[src/rtl/mipi_csi_rx_line_scheduler_if.sv]
// Header/payload bus from the CSI packet decoder and the depacker-facing
// bus from the line scheduler, bundled as one interface.
interface mipi_csi_rx_line_scheduler_if;
  logic        hdr_valid_i;
  logic [7:0]  hdr_data_id_i;
  logic [15:0] hdr_word_count_i;
  logic        payload_valid_i;
  logic [15:0] payload_i;
  logic        depack_valid_o;
  logic [15:0] depack_data_o;
  logic [2:0]  depack_type_o;

  // Packet decoder side: drives headers/payload, observes the depacker bus.
  modport master (
    output hdr_valid_i, hdr_data_id_i, hdr_word_count_i, payload_valid_i, payload_i,
    input  depack_valid_o, depack_data_o, depack_type_o
  );

  // Line scheduler side.
  modport slave (
    input  hdr_valid_i, hdr_data_id_i, hdr_word_count_i, payload_valid_i, payload_i,
    output depack_valid_o, depack_data_o, depack_type_o
  );
endinterface

[src/rtl/mipi_csi_rx_line_scheduler.sv]
// CSI-2 receive line scheduler: tracks frame/line state from packet headers,
// gates payload beats into the 2-lane raw depacker after an idle gap, and
// flags unsupported packet types and payload length errors.
module mipi_csi_rx_line_scheduler #(
  parameter int GAP_CYCLES = 2,
  parameter int LINE_CNT_W = 16
) (
  input  logic                  clk_i,
  input  logic                  reset_n_i,
  mipi_csi_rx_line_scheduler_if.slave bus,
  output logic                  frame_valid_o,
  output logic [LINE_CNT_W-1:0] line_count_o,
  output logic                  busy_o,
  output logic                  err_type_o,
  output logic                  err_len_o
);

  localparam logic [2:0] S_IDLE     = 3'd0;
  localparam logic [2:0] S_IN_FRAME = 3'd1;
  localparam logic [2:0] S_GAP      = 3'd2;
  localparam logic [2:0] S_LINE     = 3'd3;
  localparam logic [2:0] S_DROP     = 3'd4;

  localparam logic [3:0] GAP_LOAD = 4'(GAP_CYCLES);

  logic [2:0]            r_state;
  logic [3:0]            r_gap_cnt;
  logic [15:0]           r_beats_left;
  logic                  r_depack_valid;
  logic [15:0]           r_depack_data;
  logic [2:0]            r_depack_type;
  logic                  r_frame_valid;
  logic [LINE_CNT_W-1:0] r_line_count;
  logic                  r_err_type;
  logic                  r_err_len;

  logic [5:0]  w_dt;
  logic        w_short;
  logic        w_fs;
  logic        w_fe;
  logic        w_long;
  logic        w_supported;
  logic [16:0] w_wc_p1;
  logic [15:0] w_beats;
  logic        w_last;

  // Header decode; bits [7:6] carry the virtual channel, which this block ignores.
  assign w_dt        = bus.hdr_data_id_i[5:0];
  assign w_short     = bus.hdr_valid_i && (w_dt < 6'h10);
  assign w_fs        = w_short && (w_dt == 6'h00);
  assign w_fe        = w_short && (w_dt == 6'h01);
  assign w_long      = bus.hdr_valid_i && (w_dt >= 6'h10);
  assign w_supported = (w_dt == 6'h2B) || (w_dt == 6'h2C) || (w_dt == 6'h2D);
  // Two bytes per beat: beats = ceil(wc / 2), computed one bit wider so 0xFFFF does not wrap.
  assign w_wc_p1     = {1'b0, bus.hdr_word_count_i} + 17'd1;
  assign w_beats     = w_wc_p1[16:1];
  assign w_last      = bus.payload_valid_i && (r_beats_left == 16'd1);

  // Frame/line state machine with the forwarding register and error pulses.
  always_ff @(posedge clk_i or negedge reset_n_i) begin
    if (!reset_n_i) begin
      r_state        <= S_IDLE;
      r_gap_cnt      <= '0;
      r_beats_left   <= '0;
      r_depack_valid <= 1'b0;
      r_depack_data  <= '0;
      r_depack_type  <= 3'b011;
      r_frame_valid  <= 1'b0;
      r_line_count   <= '0;
      r_err_type     <= 1'b0;
      r_err_len      <= 1'b0;
    end else begin
      r_err_type     <= 1'b0;
      r_err_len      <= 1'b0;
      r_depack_valid <= 1'b0;
      case (r_state)
        S_IDLE: begin
          if (w_fs) begin
            r_frame_valid <= 1'b1;
            r_line_count  <= '0;
            r_state       <= S_IN_FRAME;
          end else if (w_long) begin
            r_state <= S_DROP;
          end
        end
        S_IN_FRAME: begin
          if (w_fs) begin
            r_line_count <= '0;
          end else if (w_fe) begin
            r_frame_valid <= 1'b0;
            r_state       <= S_IDLE;
          end else if (w_long) begin
            if (!w_supported) begin
              r_err_type <= 1'b1;
              r_state    <= S_DROP;
            end else if (bus.hdr_word_count_i == 16'd0) begin
              r_err_len <= 1'b1;
              r_state   <= S_DROP;
            end else begin
              r_depack_type <= w_dt[2:0];
              r_beats_left  <= w_beats;
              r_gap_cnt     <= GAP_LOAD;
              r_state       <= S_GAP;
            end
          end
        end
        S_GAP: begin
          if (w_fs) begin
            r_err_len     <= 1'b1;
            r_line_count  <= '0;
            r_frame_valid <= 1'b1;
            r_state       <= S_IN_FRAME;
          end else if (w_fe) begin
            r_err_len     <= 1'b1;
            r_frame_valid <= 1'b0;
            r_state       <= S_IDLE;
          end else begin
            // Early beats and stray headers are discarded; the gap still runs down.
            if (bus.hdr_valid_i || bus.payload_valid_i) r_err_len <= 1'b1;
            if (r_gap_cnt > 4'd1)           r_gap_cnt <= r_gap_cnt - 4'd1;
            else if (!bus.payload_valid_i) begin
              r_gap_cnt <= '0;
              r_state   <= S_LINE;
            end
          end
        end
        S_LINE: begin
          if (w_fs) begin
            r_err_len     <= 1'b1;
            r_line_count  <= '0;
            r_frame_valid <= 1'b1;
            r_state       <= S_IN_FRAME;
          end else if (w_fe && !w_last) begin
            r_err_len     <= 1'b1;
            r_frame_valid <= 1'b0;
            r_state       <= S_IDLE;
          end else begin
            if (bus.hdr_valid_i && !w_fe) r_err_len <= 1'b1;
            if (bus.payload_valid_i) begin
              r_depack_valid <= 1'b1;
              r_depack_data  <= bus.payload_i;
              r_beats_left   <= r_beats_left - 16'd1;
              if (w_last) begin
                // Line counted before a coincident FE closes the frame.
                r_line_count <= r_line_count + 1'b1;
                r_state      <= S_DROP;
                if (w_fe) r_frame_valid <= 1'b0;
              end
            end else begin
              r_err_len <= 1'b1;
              r_state   <= S_IN_FRAME;
            end
          end
        end
        S_DROP: begin
          if (w_fs) begin
            r_err_len     <= 1'b1;
            r_line_count  <= '0;
            r_frame_valid <= 1'b1;
            r_state       <= S_IN_FRAME;
          end else if (!bus.payload_valid_i) begin
            if (w_fe) r_frame_valid <= 1'b0;
            r_state <= (r_frame_valid && !w_fe) ? S_IN_FRAME : S_IDLE;
          end else if (w_fe) begin
            r_frame_valid <= 1'b0;
          end
        end
        default: r_state <= S_IDLE;
      endcase
    end
  end

  assign bus.depack_valid_o = r_depack_valid;
  assign bus.depack_data_o  = r_depack_data;
  assign bus.depack_type_o  = r_depack_type;
  assign frame_valid_o      = r_frame_valid;
  assign line_count_o       = r_line_count;
  assign busy_o             = (r_state != S_IDLE) && (r_state != S_IN_FRAME);
  assign err_type_o         = r_err_type;
  assign err_len_o          = r_err_len;

endmodule

[src/flat_wrapper.sv]
// flat-port wrapper written by rule: the top's interface ports become plain ports
module mipi_csi_rx_line_scheduler_flat 
#(
  parameter int GAP_CYCLES = 2,
  parameter int LINE_CNT_W = 16
)
  (clk_i, reset_n_i, frame_valid_o, line_count_o, busy_o, err_type_o, err_len_o, bus_hdr_valid_i, bus_hdr_data_id_i, bus_hdr_word_count_i, bus_payload_valid_i, bus_payload_i, bus_depack_valid_o, bus_depack_data_o, bus_depack_type_o);
  mipi_csi_rx_line_scheduler_if bus_i ();
  input  logic clk_i;
  input  logic reset_n_i;
  output logic frame_valid_o;
  output logic [LINE_CNT_W-1:0] line_count_o;
  output logic busy_o;
  output logic err_type_o;
  output logic err_len_o;
  input wire logic [$bits(bus_i.hdr_valid_i)-1:0] bus_hdr_valid_i;
  input wire logic [$bits(bus_i.hdr_data_id_i)-1:0] bus_hdr_data_id_i;
  input wire logic [$bits(bus_i.hdr_word_count_i)-1:0] bus_hdr_word_count_i;
  input wire logic [$bits(bus_i.payload_valid_i)-1:0] bus_payload_valid_i;
  input wire logic [$bits(bus_i.payload_i)-1:0] bus_payload_i;
  output wire logic [$bits(bus_i.depack_valid_o)-1:0] bus_depack_valid_o;
  output wire logic [$bits(bus_i.depack_data_o)-1:0] bus_depack_data_o;
  output wire logic [$bits(bus_i.depack_type_o)-1:0] bus_depack_type_o;
  assign bus_i.hdr_valid_i = bus_hdr_valid_i;
  assign bus_i.hdr_data_id_i = bus_hdr_data_id_i;
  assign bus_i.hdr_word_count_i = bus_hdr_word_count_i;
  assign bus_i.payload_valid_i = bus_payload_valid_i;
  assign bus_i.payload_i = bus_payload_i;
  assign bus_depack_valid_o = bus_i.depack_valid_o;
  assign bus_depack_data_o = bus_i.depack_data_o;
  assign bus_depack_type_o = bus_i.depack_type_o;
  mipi_csi_rx_line_scheduler #(.GAP_CYCLES(GAP_CYCLES), .LINE_CNT_W(LINE_CNT_W)) u_core (.clk_i(clk_i), .reset_n_i(reset_n_i), .bus(bus_i), .frame_valid_o(frame_valid_o), .line_count_o(line_count_o), .busy_o(busy_o), .err_type_o(err_type_o), .err_len_o(err_len_o));
endmodule
[config.mk]
export PLATFORM = sky130hd
export DESIGN_NAME = mipi_csi_rx_line_scheduler_flat
export DESIGN_NICKNAME = d
export VERILOG_FILES = /design/src/rtl/mipi_csi_rx_line_scheduler_if.sv /design/src/rtl/mipi_csi_rx_line_scheduler.sv /design/src/flat_wrapper.sv
export SDC_FILE = /design/constraint.sdc
export NUM_CORES = 1
export LEC_CHECK = 0
export CAP_MARGIN = 20
export CORE_MARGIN = 4
export CORE_UTILIZATION = 35
export DETAILED_ROUTE_END_ITERATION = 7
export GPL_TIMING_DRIVEN = 0
export PLACE_DENSITY = 0.59
export SETUP_SLACK_MARGIN = 0.1
export SLEW_MARGIN = 25
export SYNTH_ARGS = -nofsm -noshare
export SYNTH_HDL_FRONTEND = slang
export SYNTH_SLANG_ARGS = --single-unit
export TNS_END_PERCENT = 5
[constraint.sdc]
create_clock -name clk_i -period 2.4 [get_ports clk_i]
set_clock_uncertainty 0.05 [all_clocks]
set_input_delay 0.72 -clock clk_i [delete_from_list [all_inputs] [get_ports clk_i]]
set_output_delay 0.72 -clock clk_i [all_outputs]
set_load 0.01 [all_outputs]
Word-level counts from Yosys, hierarchy flattened. Cells that the tools add are included.

Register bits: 62. Output and inout bits: 40. Word-level logic and storage cells: 162. Input port bits: 44.

Eq/ne operators: 34. Order comparisons: 3. Bitwise logic cells: 4. Add/sub/neg operators: 4. Multiplexer cells: 76. Reductions and logical operators: 31.

Operators with widths (count): $mux W16 (13); $pmux W16 S2 (2); $mux W3 (17); $mux W4 (9); $mux W1 (31); $eq A6 B6 Y1 const B (3); $reduce_and A9 Y1 (2); $add A16 B1 Y17 const B (1); $add A16 B1 Y16 const B (1); $eq A16 B1 Y1 const B (1); $logic_not A16 Y1 (1); $ne A2 B2 Y1 const B (8); $sub A16 B1 Y16 const B (1); $pmux W3 S5 (1); $ne A3 B1 Y1 const B (4); $ne A3 B2 Y1 const B (4); $ne A4 B2 Y1 const B (3); $reduce_and A5 Y1 (2); $logic_and A1 B1 Y1 (9); $ne A2 B1 Y1 const B (4); $pmux W1 S4 (2); $pmux W4 S2 (1); $reduce_and A7 Y1 (1); $eq A3 B2 Y1 const B (2); 21 further kinds (29).

Depth between registers and ports, before layout. Gate-level depths: netlist (run 1).

Word-level depth: 10. Gate-level depth with buffers: 9.

Least setup slack after synthesis (run 1). OpenSTA, ideal clock, no wires.

Path kind: input to register. From: input port bus_hdr_data_id_i[1]. To: register u_core.r_state[0]. Setup slack: 0.246 ns. Arrival time: 1.976 ns. Data required time: 2.223 ns. Stages on the path: 7. Library setup time: 0.127 ns. Cell sequence: nor4b_4 -> and2_2 -> buf_6 -> o211ai_1 -> o31ai_1 -> o311ai_1 -> mux2_1.

Word-level cells in the longest chain between the ends: 9.

Ends and longest elaborated chain: start: declaration (RTL line flat_wrapper.sv:17) `input wire logic [$bits(bus_i.hdr_data_id_i)-1:0] bus_hdr_data_id_i;`; $lt A6 B5 Y1 (RTL line mipi_csi_rx_line_scheduler.sv:49) `assign w_short = bus.hdr_valid_i && (w_dt < 6'h10);`; $logic_and A1 B1 Y1 (RTL line mipi_csi_rx_line_scheduler.sv:49); $logic_and A1 B1 Y1 (RTL line mipi_csi_rx_line_scheduler.sv:51) `assign w_fe = w_short && (w_dt == 6'h01);`; $logic_not A1 Y1 (RTL line mipi_csi_rx_line_scheduler.sv:163) `r_state <= (r_frame_valid && !w_fe) ? S_IN_FRAME : S_IDLE;`; $logic_and A1 B1 Y1 (RTL line mipi_csi_rx_line_scheduler.sv:163); $mux W1 (RTL line mipi_csi_rx_line_scheduler.sv:163); $mux W3 (RTL line mipi_csi_rx_line_scheduler.sv:161) `end else if (!bus.payload_valid_i) begin`; $mux W3 (RTL line mipi_csi_rx_line_scheduler.sv:156) `if (w_fs) begin`; $pmux W3 S5 (RTL line mipi_csi_rx_line_scheduler.sv:76) `case (r_state)`; end signal: assignment (RTL line mipi_csi_rx_line_scheduler.sv:163); end: declaration (RTL line mipi_csi_rx_line_scheduler.sv:26) `logic [2:0] r_state;`.

Several ways; a longest one is shown, not always the timed one. The select of a mux whose other input is x is not followed. A chain may end at the register's enable or synchronous reset.

Worst setup path in the final report (run 1).
From: input port bus_hdr_word_count_i[5]. To: register u_core.r_beats_left[13].

Word-level cells in the longest chain between the ends: 7.

Ends and longest elaborated chain: start: declaration (RTL line flat_wrapper.sv:18) `input wire logic [$bits(bus_i.hdr_word_count_i)-1:0] bus_hdr_word_count_i;`; $add A16 B1 Y17 (RTL line mipi_csi_rx_line_scheduler.sv:55) `assign w_wc_p1 = {1'b0, bus.hdr_word_count_i} + 17'd1;`; $mux W16 (RTL line mipi_csi_rx_line_scheduler.sv:96) `end else if (bus.hdr_word_count_i == 16'd0) begin`; $mux W16 (RTL line mipi_csi_rx_line_scheduler.sv:93) `if (!w_supported) begin`; $mux W16 (RTL line mipi_csi_rx_line_scheduler.sv:92) `end else if (w_long) begin`; $mux W16 (RTL line mipi_csi_rx_line_scheduler.sv:89) `end else if (w_fe) begin`; $mux W16 (RTL line mipi_csi_rx_line_scheduler.sv:87) `if (w_fs) begin`; $pmux W16 S2 (RTL line mipi_csi_rx_line_scheduler.sv:76); end signal: assignment (RTL line mipi_csi_rx_line_scheduler.sv:101) `r_beats_left <= w_beats;`; end signal: assignment (RTL line mipi_csi_rx_line_scheduler.sv:142) `r_beats_left <= r_beats_left - 16'd1;`; end: declaration (RTL line mipi_csi_rx_line_scheduler.sv:28) `logic [15:0] r_beats_left;`.

Several ways; a longest one is shown, not always the timed one. The select of a mux whose other input is x is not followed.

==> results of run 1 <==
[cell usage in the layout (no fill, tap or decap), drive strengths merged, types with 7 or more instances in the layout]
master / netlist / final
a21oi: 24 / 24
ha: 7 / 7
a31oi: 9 / 9
inv: 18 / 18
dfrtp: 60 / 60
nand4: 7 / 7
xnor2: 10 / 10
clkdlybuf4s50: 0 / 68
nand3: 19 / 19
nor2: 45 / 45
clkbuf: 4 / 16
nor4: 7 / 7
nand2: 30 / 30
o21ai: 53 / 53
o31ai: 7 / 7
nor3: 17 / 17
and3: 7 / 7
buf: 12 / 19
mux2: 19 / 19
[repair_timing]
| action | 4_1_cts | 5_1_grt |
|---|---|---|
| gates resized for setup | 38 | 13 |
| pin swaps | 7 | 6 |
| endpoints found under the setup margin | 60 | 46 |
| buffers inserted | 4 | 2 |
| hold buffers | 0 | 0 |
[worst max path at each step]
stage / startpoint / end / cells past startpoint
after detailed placement: bus_hdr_valid_i / u_core.line_count_o[9] / 8
final: bus_hdr_word_count_i[5] / u_core.r_beats_left[13] / 8
after global placement: reset_n_i / u_core.bus.depack_data_o[10] / 1
after CTS: u_core.r_state[1] / busy_o / 4
after global routing: bus_hdr_word_count_i[5] / u_core.r_beats_left[14] / 8
after floorplan: bus_hdr_data_id_i[1] / u_core.r_state[0] / 7
[Yosys cell counts, types with 8 or more instances]
library cell / number / area share
sky130_fd_sc_hd__a31oi_1: 9 / 0.015
sky130_fd_sc_hd__buf_2: 10 / 0.013
sky130_fd_sc_hd__dfrtp_1: 60 / 0.40
sky130_fd_sc_hd__nor3_1: 13 / 0.017
sky130_fd_sc_hd__nor2_1: 45 / 0.045
sky130_fd_sc_hd__a21oi_1: 24 / 0.032
sky130_fd_sc_hd__nand3_1: 19 / 0.025
sky130_fd_sc_hd__o21ai_0: 51 / 0.068
sky130_fd_sc_hd__xnor2_1: 10 / 0.023
sky130_fd_sc_hd__mux2_4: 8 / 0.032
sky130_fd_sc_hd__mux2_2: 10 / 0.030
sky130_fd_sc_hd__nand2_1: 30 / 0.030
sky130_fd_sc_hd__inv_1: 18 / 0.018
[per-stage QoR]
step           TNS, ns  utilization  hold WS [ns]  cells
3_3_place_gp   -125.79        0.456         0.419    633
4_1_cts              0        0.489         0.170    654
2_1_floorplan        0            -         0.374    417
5_1_grt         -0.110        0.496         0.176    657
6_report             0        0.496         0.185    657
3_5_place_dp    -30.97        0.458         0.421    634
[per-layer routing]
| layer | vias to the layer above | track usage |
|---|---|---|
| met5 | - | 0 |
| met4 | 0 | 0.0503 |
| met3 | 14 | 0.0321 |
| met2 | 93 | 0.279 |
| met1 | 1694 | 0.205 |
| li1 | 1718 | - |
[sequential cells by signal, summed over array words and instances, names as in the netlist]
signal	flops
u_core.bus.depack_data_o	16
u_core.line_count_o	16
u_core.r_beats_left	16
u_core.r_gap_cnt	4
u_core.bus.depack_type_o	3
u_core.r_state	3
u_core.bus.depack_valid_o	1
u_core.err_len_o	1
u_core.err_type_o	1
u_core.frame_valid_o	1
[kinds of logic (layout without fill, tap and decap cells)]
logic type                 count (synthesis)  in the layout  share of synthesized area
xor gates and xnor gates                  13             13                     0.0302
other                                      0              1                          0
muxes                                     19             19                     0.0646
buffers and inverters                     34            137                     0.0411
DFF                                       62             62                      0.412
adders and majority gates                  7              7                     0.0232
AOI/OAI and AO/OA                        125            125                      0.206
and+or+nand+nor                          157            157                      0.224
[power breakdown]
group / internal (W) / leakage (nW) / switching, W
registers: 0.00133 / 0.811 / 0.000254
logic: 0.000793 / 1.29 / 0.000758
clock network: 0.000478 / 0.100 / 0.000432
[final cells by class]
class,instances,share of cell area
Sequential cell,62,0.301
Clock buffer,10,0.0247
Buffer,16,0.0206
Antenna cell,1,0.000485
Inverter,18,0.0131
Tap cell,136,0.0330
Clock inverter,6,0.0121
Timing Repair Buffer,87,0.168
Multi-Input combinational cell,321,0.427
==> qor.yml, run 1 <==
numCtsBuffers: 9
final-seq-area_sq_um: 1550
grt.total_usage: 0.162
final_layout_size_suffix_gt1_frac: 0.171
met2RoutedLength_mm: 5.09
timing_hold_violations_final: 0
fin_nets: 566
critPathLaunchType: "input pin"
yosys.cell_types.count: 60
most_common_flop_cell_mapped_by_yosys: "sky130_fd_sc_hd__dfrtp_1"
timing.critical_path.cells: "clkdlybuf4s50_1 -> nor4_1 -> and4_4 -> o21ai_1 -> o211ai_2 -> buf_6 -> nor2_1 -> o22a_1"
post-dp-hpwl_mm: 7.52
status: "finished, final reports clean"
filler_cell_count: 986
crit_path_end_kind: "flip-flop"
synth_fp_nets: 468
critical_path.max_stage_delay_ns: 0.51
synth-seq-cells: 62
clock_tree.htree_level_count: 3
setup_slack_ns: 0.0895
critical_path_peak_fanout: 10
met3WireLength_um: 500
stdcell_area_sq_um: 5160
synthesis.area_sq_um: 3770
syn_inst: 417
post-route-min-period_ns: 2.31
clk_pin_slew_worst_paths_ns: 0.07
routedLengthMet1_mm: 4.27
yosysWarningCount: 0
design.core.area_sq_um: 10400
die_width_um: 112
tritoncts: "built"
maxSlewHeadroom: 0.627
path_class: "input pin to flip-flop"
worst_skew_pair.late_latency_ns: 0.34
required_ns: 2.58
r2r_end: "u_core.r_state[0]"
max_freq_ghz: 0.433
synth_area_per_cell_sq_um: 9.05
place_congestion: 0.851
drt_pass1_iterations: 4
dr.first_iter.drc_count: 166
critical_path.n_buffers_inverters: 2
finalCritPeriodShare: 0.963
final-setup-viol-count: 0
total_power_w: 0.00404
antenna_violating_nets_post_route: 0
numPortBuffers: 80
rr_startpoint: "u_core.r_gap_cnt[0]"
power_per_cell_area_nw_per_um2: 783
initial_antenna_violation_count: 1
rrSetupSlack_ns: 0.18
preCtsSetupSlack_ns: -0.633
clockBufferDepth: 2
area_delta_synth_final_pct: 36.8
detail_route.vias_per_cell: 5.36
irDropWorstVdd_uv: 262
worst_path_max_delay_cell: "sky130_fd_sc_hd__clkdlybuf4s50_1"
wire_length_reported_by_the_detailed_router_mm: 9.99
synth_seq_area_share: 0.412
multi_input_comb_area_sq_um: 2200
grt-ovfl-total: 0
floorplan.initialDensity: 0.362
rows: 37
cts-root-buf: "sky130_fd_sc_hd__clkbuf_8"
pleak_nw: 2.20
rr_worst_depth: 8
post-route-drc-count: 0
grt_pass1_vias: 3408
topRoutingLayerUsed: "met4"
die_y_um: 112
global_route_wire_length_before_repair_mm: 16.9
io-pin-count: 84
route.vias.total: 3519
crit_arrival_ns: 2.49
grt_setup_unrepaired: "true"
grt_start_max_net_pins: 50
maxCapViolCount: 0
finalMaxSlewViolations: 0
die-area_sq_um: 12500
detailed_place.area_sq_um: 4770
largest_delay_share_family_worst_path: "buffers and inverters"
count_of_flip_flops_with_a_built_in_enable_after_synthesis: 0
detail_route.wl_per_cell_um: 15.2
worst-slew-pin-transition_ns: 0.555
asyncSetResetFlopFracSynth: 1.00
cts.sink_count: 62
class_of_the_worst_hold_path: "input pin to async pin"
Power figures use the tool's default switching activity.
==> run 2, diff against run 1 <==
Settings changed: ABC_AREA set to 1, CTS_CLUSTER_DIAMETER set to 40, PLACE_DENSITY 0.59 to 0.57.
==> qor.yml, run 2 <==
cts.sink_count: 62  # unchanged
pleak_nw: 2.90  # +31%
max_freq_ghz: 0.434  # +0.35%
worst-path-stages: 3  # -5
initial_antenna_violation_count: 0  # -1
area_delta_synth_final_pct: 31.0
grt-ovfl-total: 0  # unchanged
clock_tree.htree_level_count: 3  # unchanged
grt_start_max_net_pins: 36  # -28%
class_of_the_worst_hold_path: "input pin to async pin"
grt_pass1_vias: 4350  # +28%
cts-root-buf: "sky130_fd_sc_hd__clkbuf_16"
final-setup-viol-count: 0  # unchanged
grt_setup_unrepaired: "true"
critPathLaunchType: "flip-flop"
crit_arrival_ns: 1.53  # -0.96 ns
yosysTopAreaCell: "sky130_fd_sc_hd__dfrtp_1"
path_class: "flip-flop to output port"
final_layout_size_suffix_gt1_frac: 0.116  # -0.0555
global_route.usage.met1: 0.239  # +0.0337
rows: 41  # +11%
required_ns: 1.63  # -0.95 ns
synth_area_per_cell_sq_um: 6.57  # -27%
synth_top_family_by_area: "simple AND/OR/NAND/NOR gates"
antenna_violating_nets_post_route: 0  # unchanged
fin_nets: 833  # +47%
crit_path_end_kind: "output port"
numPortBuffers: 81  # +1.3%
numCtsBuffers: 9  # unchanged
critical_path_peak_fanout: 5  # -5
most_instantiated_library_cell_after_synthesis: "sky130_fd_sc_hd__nand2_1"
crit_start: "u_core.r_state[1]"
synth.top_cells.by_count: "270 x sky130_fd_sc_hd__nand2_1, 84 x sky130_fd_sc_hd__nor2_1, 61 x sky130_fd_sc_hd__inv_1"
numPlacedInstances: 942  # +49%
setup_slack_ns: 0.0976  # +0.00815 ns
antenna-diode-count: 0  # -1
route.vias.total: 4593  # +31%
synth_largest_type_area_fraction: 0.332  # -0.0653
irDropWorstVdd_uv: 398  # +52%
critical_path.n_buffers_inverters: 2  # unchanged
gr-usage-met2: 0.282  # +0.00249
finalCritPeriodShare: 0.959  # -0.00340
timing.critical_path.cells: "nor2_4 -> inv_1 -> clkdlybuf4s50_1"
grt_util_met3: 0.0269  # -0.00514
synth_fp_nets: 739  # +58%
detail_route.vias_per_cell: 4.79  # -11%
synth-seq-cells: 62  # unchanged
syn_inst: 688  # +65%
synth_simple_gate_area_frac: 0.463  # +0.239
fin_hold_ws_ns: 0.259  # +0.0741 ns
rr_startpoint: "u_core.r_beats_left[1]"
detail_route.wl_per_cell_um: 13.0  # -15%
post-dp-hpwl_mm: 9.53  # +27%
die_y_um: 122  # +8.7%
final_core_area_utilization: 0.469  # -0.0267
design.core.area_sq_um: 12600  # +21%
drt_pass1_iterations: 4  # unchanged
maxCapViolCount: 0  # unchanged
floorplan.initialDensity: 0.358  # -0.00448
post-route-min-period_ns: 2.30  # -0.00815 ns
worst_skew_pair.late_latency_ns: 0.34  # about the same
synth_seq_area_share: 0.344  # -0.0676
dr.first_iter.drc_count: 311  # +87%
post_synth_xor_area_fraction: 0.0213  # -0.00883
synth_compound_gate_area_share: 0.0681  # -0.137
most_common_library_cell_in_the_layout_ignoring_fill_and_taps: "sky130_fd_sc_hd__nand2_1"
worst-slew-pin-transition_ns: 0.478  # -0.0769 ns
maxSlewHeadroom: 0.680  # +0.0529
synthAdderAreaFrac: 0.0194  # -0.00381
clockBufferDepth: 2  # unchanged
io-pin-count: 84  # unchanged
synth.area.mux_share: 0  # -0.0646
final_cell_mix: "269 x sky130_fd_sc_hd__nand2_1, 84 x sky130_fd_sc_hd__nor2_1, 78 x sky130_fd_sc_hd__clkdlybuf4s50_1"
timing_hold_violations_final: 0  # unchanged
global_route_wire_length_before_repair_mm: 20.9  # +24%
yosysWarningCount: 0  # unchanged
count_of_flip_flops_with_a_built_in_enable_after_synthesis: 0  # unchanged
synthTopCellsByArea: "sky130_fd_sc_hd__dfrtp_1 33%, sky130_fd_sc_hd__nand2_1 22%, sky130_fd_sc_hd__nor2_1 7.0%"
die_width_um: 122  # +8.7%
most_common_flop_cell_mapped_by_yosys: "sky130_fd_sc_hd__dfrtp_1"
clk_pin_slew_worst_paths_ns: 0.06  # about the same
worst_path_max_delay_cell: "sky130_fd_sc_hd__clkdlybuf4s50_1"
wire_length_reported_by_the_detailed_router_mm: 12.4  # +25%
status: "finished, final reports clean"
total_power_w: 0.00567  # +40%
gr-max-usage-layer: "met2"
grt.total_usage: 0.174  # +0.0116
post-route-drc-count: 0  # unchanged
asyncSetResetFlopFracSynth: 1.00  # unchanged
cts_hold_repair.buffers: 0  # unchanged
stdcell_count: 959  # +46%
preCtsSetupSlack_ns: -0.267  # +0.366 ns
place_congestion: 0.835  # -1.9%
yosys.cell_types.count: 36  # -40%
power_per_cell_area_nw_per_um2: 959  # +22%
synthesis.area_sq_um: 4520  # +20%
finalMaxSlewViolations: 0  # unchanged
die-area_sq_um: 14800  # +18%
tritoncts: "built"
critical_path.max_stage_delay_ns: 0.49  # -0.02 ns
largest_delay_share_family_worst_path: "buffers and inverters"
rr_worst_depth: 13  # +5
==> run 2: changes by cell type in the layout (fill, tap and decap cells not counted), sizes merged, moves of 7 or more <==
cell           change
a21oi             -20
a31oi              -9
and3               -7
clkdlybuf4s50     +10
inv               +55
mux2              -19
nand2            +255
nand3             +37
nand4             +20
nor2              +48
nor3              -11
nor4               -7
o21ai             -18
==> run 2: layout make-up <==
type | instances | area (sq um)
plain buffers | 14 | 109
clock buffers | 9 | 225
clock inverters | 7 | 72.6
fillers | 1296 | 6700
inverters | 72 | 273
multi-input cells | 540 | 2630
flip-flops and latches | 62 | 1560
well taps | 172 | 215
repair buffers | 83 | 841
==> run 2: power breakdown <==
group / leakage [nW] / switching (W) / internal [W] / total (W)
clock: 0.142 / 0.000517 / 0.000807 / 0.00132
sequential: 0.800 / 0.000322 / 0.00141 / 0.00173
combinational: 1.96 / 0.00154 / 0.00108 / 0.00262
==> run 2: cell families after synthesis <==
kind of cell / count (synthesis)
adders and majority gates: 7
DFF: 62
AOI/OAI and AO/OA: 48
buffers and inverters: 86
xor gates and xnor gates: 11
and+or+nand+nor: 474
==> run 2: layer usage <==
metal	up-vias	part of all wire
li1	2368	-
met1	2098	0.48
met2	115	0.47
met3	12	0.038
met4	0	0.015
met5	-	0
==> run 2: worst reg2reg max path, stage by stage (launching register included) <==
cell                      delay, ns
sky130_fd_sc_hd__dfrtp_1       0.40
sky130_fd_sc_hd__inv_1         0.11
sky130_fd_sc_hd__ha_1          0.17
sky130_fd_sc_hd__inv_1         0.04
sky130_fd_sc_hd__nor2_1        0.08
sky130_fd_sc_hd__nand2_1       0.05
sky130_fd_sc_hd__nor2_1        0.11
sky130_fd_sc_hd__nand2_2       0.11
sky130_fd_sc_hd__nand3_1       0.12
sky130_fd_sc_hd__nand3_2       0.11
sky130_fd_sc_hd__buf_6         0.17
sky130_fd_sc_hd__buf_6         0.17
sky130_fd_sc_hd__nand2_2       0.07
sky130_fd_sc_hd__o21ai_2       0.05
==> run 2: per-stage QoR <==
step	cell area (sq um)	setup TNS, ns
2_1_floorplan	4520	0
3_3_place_gp	5540	-108.71
3_5_place_dp	5560	-10.44
4_1_cts	5870	0
5_1_grt	5920	0
6_report	5920	0
==> run 2: final timing paths <==
path | endpoint | slack [ns]
worst max-delay path | busy_o | 0.1
worst min-delay path | u_core.r_beats_left[3] | 0.26
worst max register to register | u_core.line_count_o[11] | 0.48
worst min register to register | u_core.bus.depack_data_o[3] | 0.43
max in group asynchronous | u_core.bus.depack_type_o[0] | 1.45
min in group clk_i | u_core.bus.depack_data_o[3] | 0.43
==> run 2: what timing repair did <==
action	in CTS	in global routing
endpoints found under the hold margin	0	0
resized for setup	3	9
buffers inserted	0	1
pin swaps	0	1
endpoints found under the setup margin	11	47
==> run 3, diff against run 2 <==
Settings changed: SKIP_CTS_REPAIR_TIMING set to 1.
==> qor.yml, run 3 (same netlist as run 2, synthesis figures left out) <==
antenna_violating_nets_post_route: 0  # unchanged
rows: 41  # unchanged
fin_nets: 833  # unchanged
worst_skew_pair.late_latency_ns: 0.34  # about the same
die-area_sq_um: 14800  # unchanged
global_route_wire_length_before_repair_mm: 20.9  # unchanged
timing.critical_path.cells: "clkdlybuf4s50_1"
design.core.area_sq_um: 12600  # unchanged
power_per_cell_area_nw_per_um2: 955  # -0.38%
area_delta_synth_final_pct: 31.7
numCtsBuffers: 9  # unchanged
class_of_the_worst_hold_path: "input pin to async pin"
worst_setup_path_endpoint: "line_count_o[3]"
floorplan.initialDensity: 0.358  # unchanged
critPathLaunchType: "flip-flop"
post-dp-hpwl_mm: 9.53  # unchanged
clk_pin_slew_worst_paths_ns: 0.06  # about the same
die_width_um: 122  # unchanged
grt_start_max_net_pins: 36  # unchanged
tritoncts: "built"
critical_path.n_buffers_inverters: 1  # -1
status: "finished, final reports clean"
final-setup-viol-count: 0  # unchanged
worst_path_max_delay_cell: "sky130_fd_sc_hd__clkdlybuf4s50_1"
io-pin-count: 84  # unchanged
grt.total_usage: 0.174  # unchanged
post-route-drc-count: 0  # unchanged
critical_path_peak_fanout: 6  # +1
maxSlewHeadroom: 0.680  # about the same
required_ns: 1.63  # about the same
numPortBuffers: 81  # unchanged
max_freq_ghz: 0.459  # +5.6%
rr_startpoint: "u_core.r_beats_left[1]"
crit_arrival_ns: 1.41  # -0.12 ns
timing_hold_violations_final: 0  # unchanged
cts-root-buf: "sky130_fd_sc_hd__clkbuf_16"
path_class: "flip-flop to output port"
worst-path-stages: 1  # -2
die_y_um: 122  # unchanged
antenna-diode-count: 0  # unchanged
pleak_nw: 2.96  # +2.2%
post-route-min-period_ns: 2.18  # -0.122 ns
cts.sink_count: 62  # unchanged
rr_worst_depth: 13  # unchanged
grt-ovfl-total: 0  # unchanged
initial_antenna_violation_count: 0  # unchanged
route.vias.total: 4615  # +0.48%
fin_hold_ws_ns: 0.258  # -0.000495 ns
place_congestion: 0.835  # unchanged
final_cell_mix: "268 x sky130_fd_sc_hd__nand2_1, 82 x sky130_fd_sc_hd__nor2_1, 71 x sky130_fd_sc_hd__clkdlybuf4s50_1"
power.share.switching: 0.421  # +0.00106
wire_length_reported_by_the_detailed_router_mm: 12.5  # +0.59%
worst-slew-pin-transition_ns: 0.478  # -0.000261 ns
p_sw_w: 0.00239  # +0.40%
rrSetupSlack_ns: 0.50  # +0.02 ns
most_common_library_cell_in_the_layout_ignoring_fill_and_taps: "sky130_fd_sc_hd__nand2_1"
grt_setup_unrepaired: "true"
drt_pass1_iterations: 5  # +1
largest_delay_share_family_worst_path: "buffers and inverters"
detail_route.vias_per_cell: 4.81  # +0.48%
power.share.clock: 0.234  # about the same
filler_cell_count: 1289  # -0.54%
final_layout_size_suffix_gt1_frac: 0.122  # +0.00635
crit_path_end_kind: "output port"
detail_route.wl_per_cell_um: 13.1  # +0.59%
internal_w: 0.00329  # about the same
irDropWorstVdd_uv: 398  # about the same
comb_power_share: 0.462  # about the same
critical_path.max_stage_delay_ns: 0.60  # +0.11 ns
finalMaxSlewViolations: 0  # unchanged
finalCritPeriodShare: 0.908  # -0.0510
share_seq_of_total_power: 0.305  # about the same
grt_pass1_vias: 4350  # unchanged
r2r_end: "u_core.line_count_o[13]"
maxCapViolCount: 0  # unchanged
clock_tree.htree_level_count: 3  # unchanged
dr.first_iter.drc_count: 380  # +22%
crit_start: "u_core.line_count_o[3]"
clockBufferDepth: 2  # unchanged
final_core_area_utilization: 0.471  # +0.00248
==> run 3: changes by cell type in the layout (fill, tap and decap cells not counted), moves of 2 or more <==
cell                              delta
sky130_fd_sc_hd__nor2_2              +2
sky130_fd_sc_hd__dlymetal6s2s_1      +7
sky130_fd_sc_hd__clkdlybuf4s50_1     -7
sky130_fd_sc_hd__nor2_1              -2
==> run 3: cell type report <==
class | count | area [sq um] | area share
Sequential cell | 62 | 1560 | 0.262
Timing Repair Buffer | 83 | 858 | 0.144
Multi-Input combinational cell | 540 | 2640 | 0.444
Buffer | 14 | 109 | 0.0183
Inverter | 72 | 273 | 0.0459
Clock buffer | 9 | 225 | 0.0379
Tap cell | 172 | 215 | 0.0362
Clock inverter | 7 | 72.6 | 0.0122
==> run 3: metrics by stage <==
stage / cells / power [W] / worst slack, ns / cell area [sq um] / TNS, ns
global placement: 941 / 0.00430 / -1.62 / 5540 / -108.71
floorplan: 688 / 0.00337 / 0.482 / 4520 / 0
finish: 959 / 0.00568 / 0.220 / 5950 / 0
global route: 959 / 0.00617 / 0.0870 / 5950 / 0
CTS: 958 / 0.00571 / 0.0166 / 5860 / 0
detailed placement: 942 / 0.00434 / -0.267 / 5560 / -10.44
==> run 3: how the worst min path moves through the flow <==
stage,to,slack (ns),cells past startpoint
2_1_floorplan,u_core.bus.depack_data_o[0],0.37,0
3_3_place_gp,u_core.bus.depack_data_o[6],0.41,2
3_5_place_dp,u_core.bus.depack_data_o[15],0.42,2
4_1_cts,u_core.r_beats_left[3],0.26,1
5_1_grt,u_core.line_count_o[8],0.28,1
6_report,u_core.r_beats_left[3],0.26,1
==> run 3: metal layers <==
metal  part of all wire  GRT usage
met1               0.48      0.239
met2               0.47      0.282
met3              0.039     0.0269
met4              0.015     0.0560
met5                  0          0
==> run 3: power groups by stage <==
stage | logic [W] | clock network (W) | registers (W)
2_1_floorplan | 0.00162 | 0 | 0.00176
6_report | 0.00262 | 0.00133 | 0.00173
3_5_place_dp | 0.00261 | 0 | 0.00173
5_1_grt | 0.00297 | 0.00141 | 0.00179
4_1_cts | 0.00263 | 0.00136 | 0.00172
3_3_place_gp | 0.00258 | 0 | 0.00172
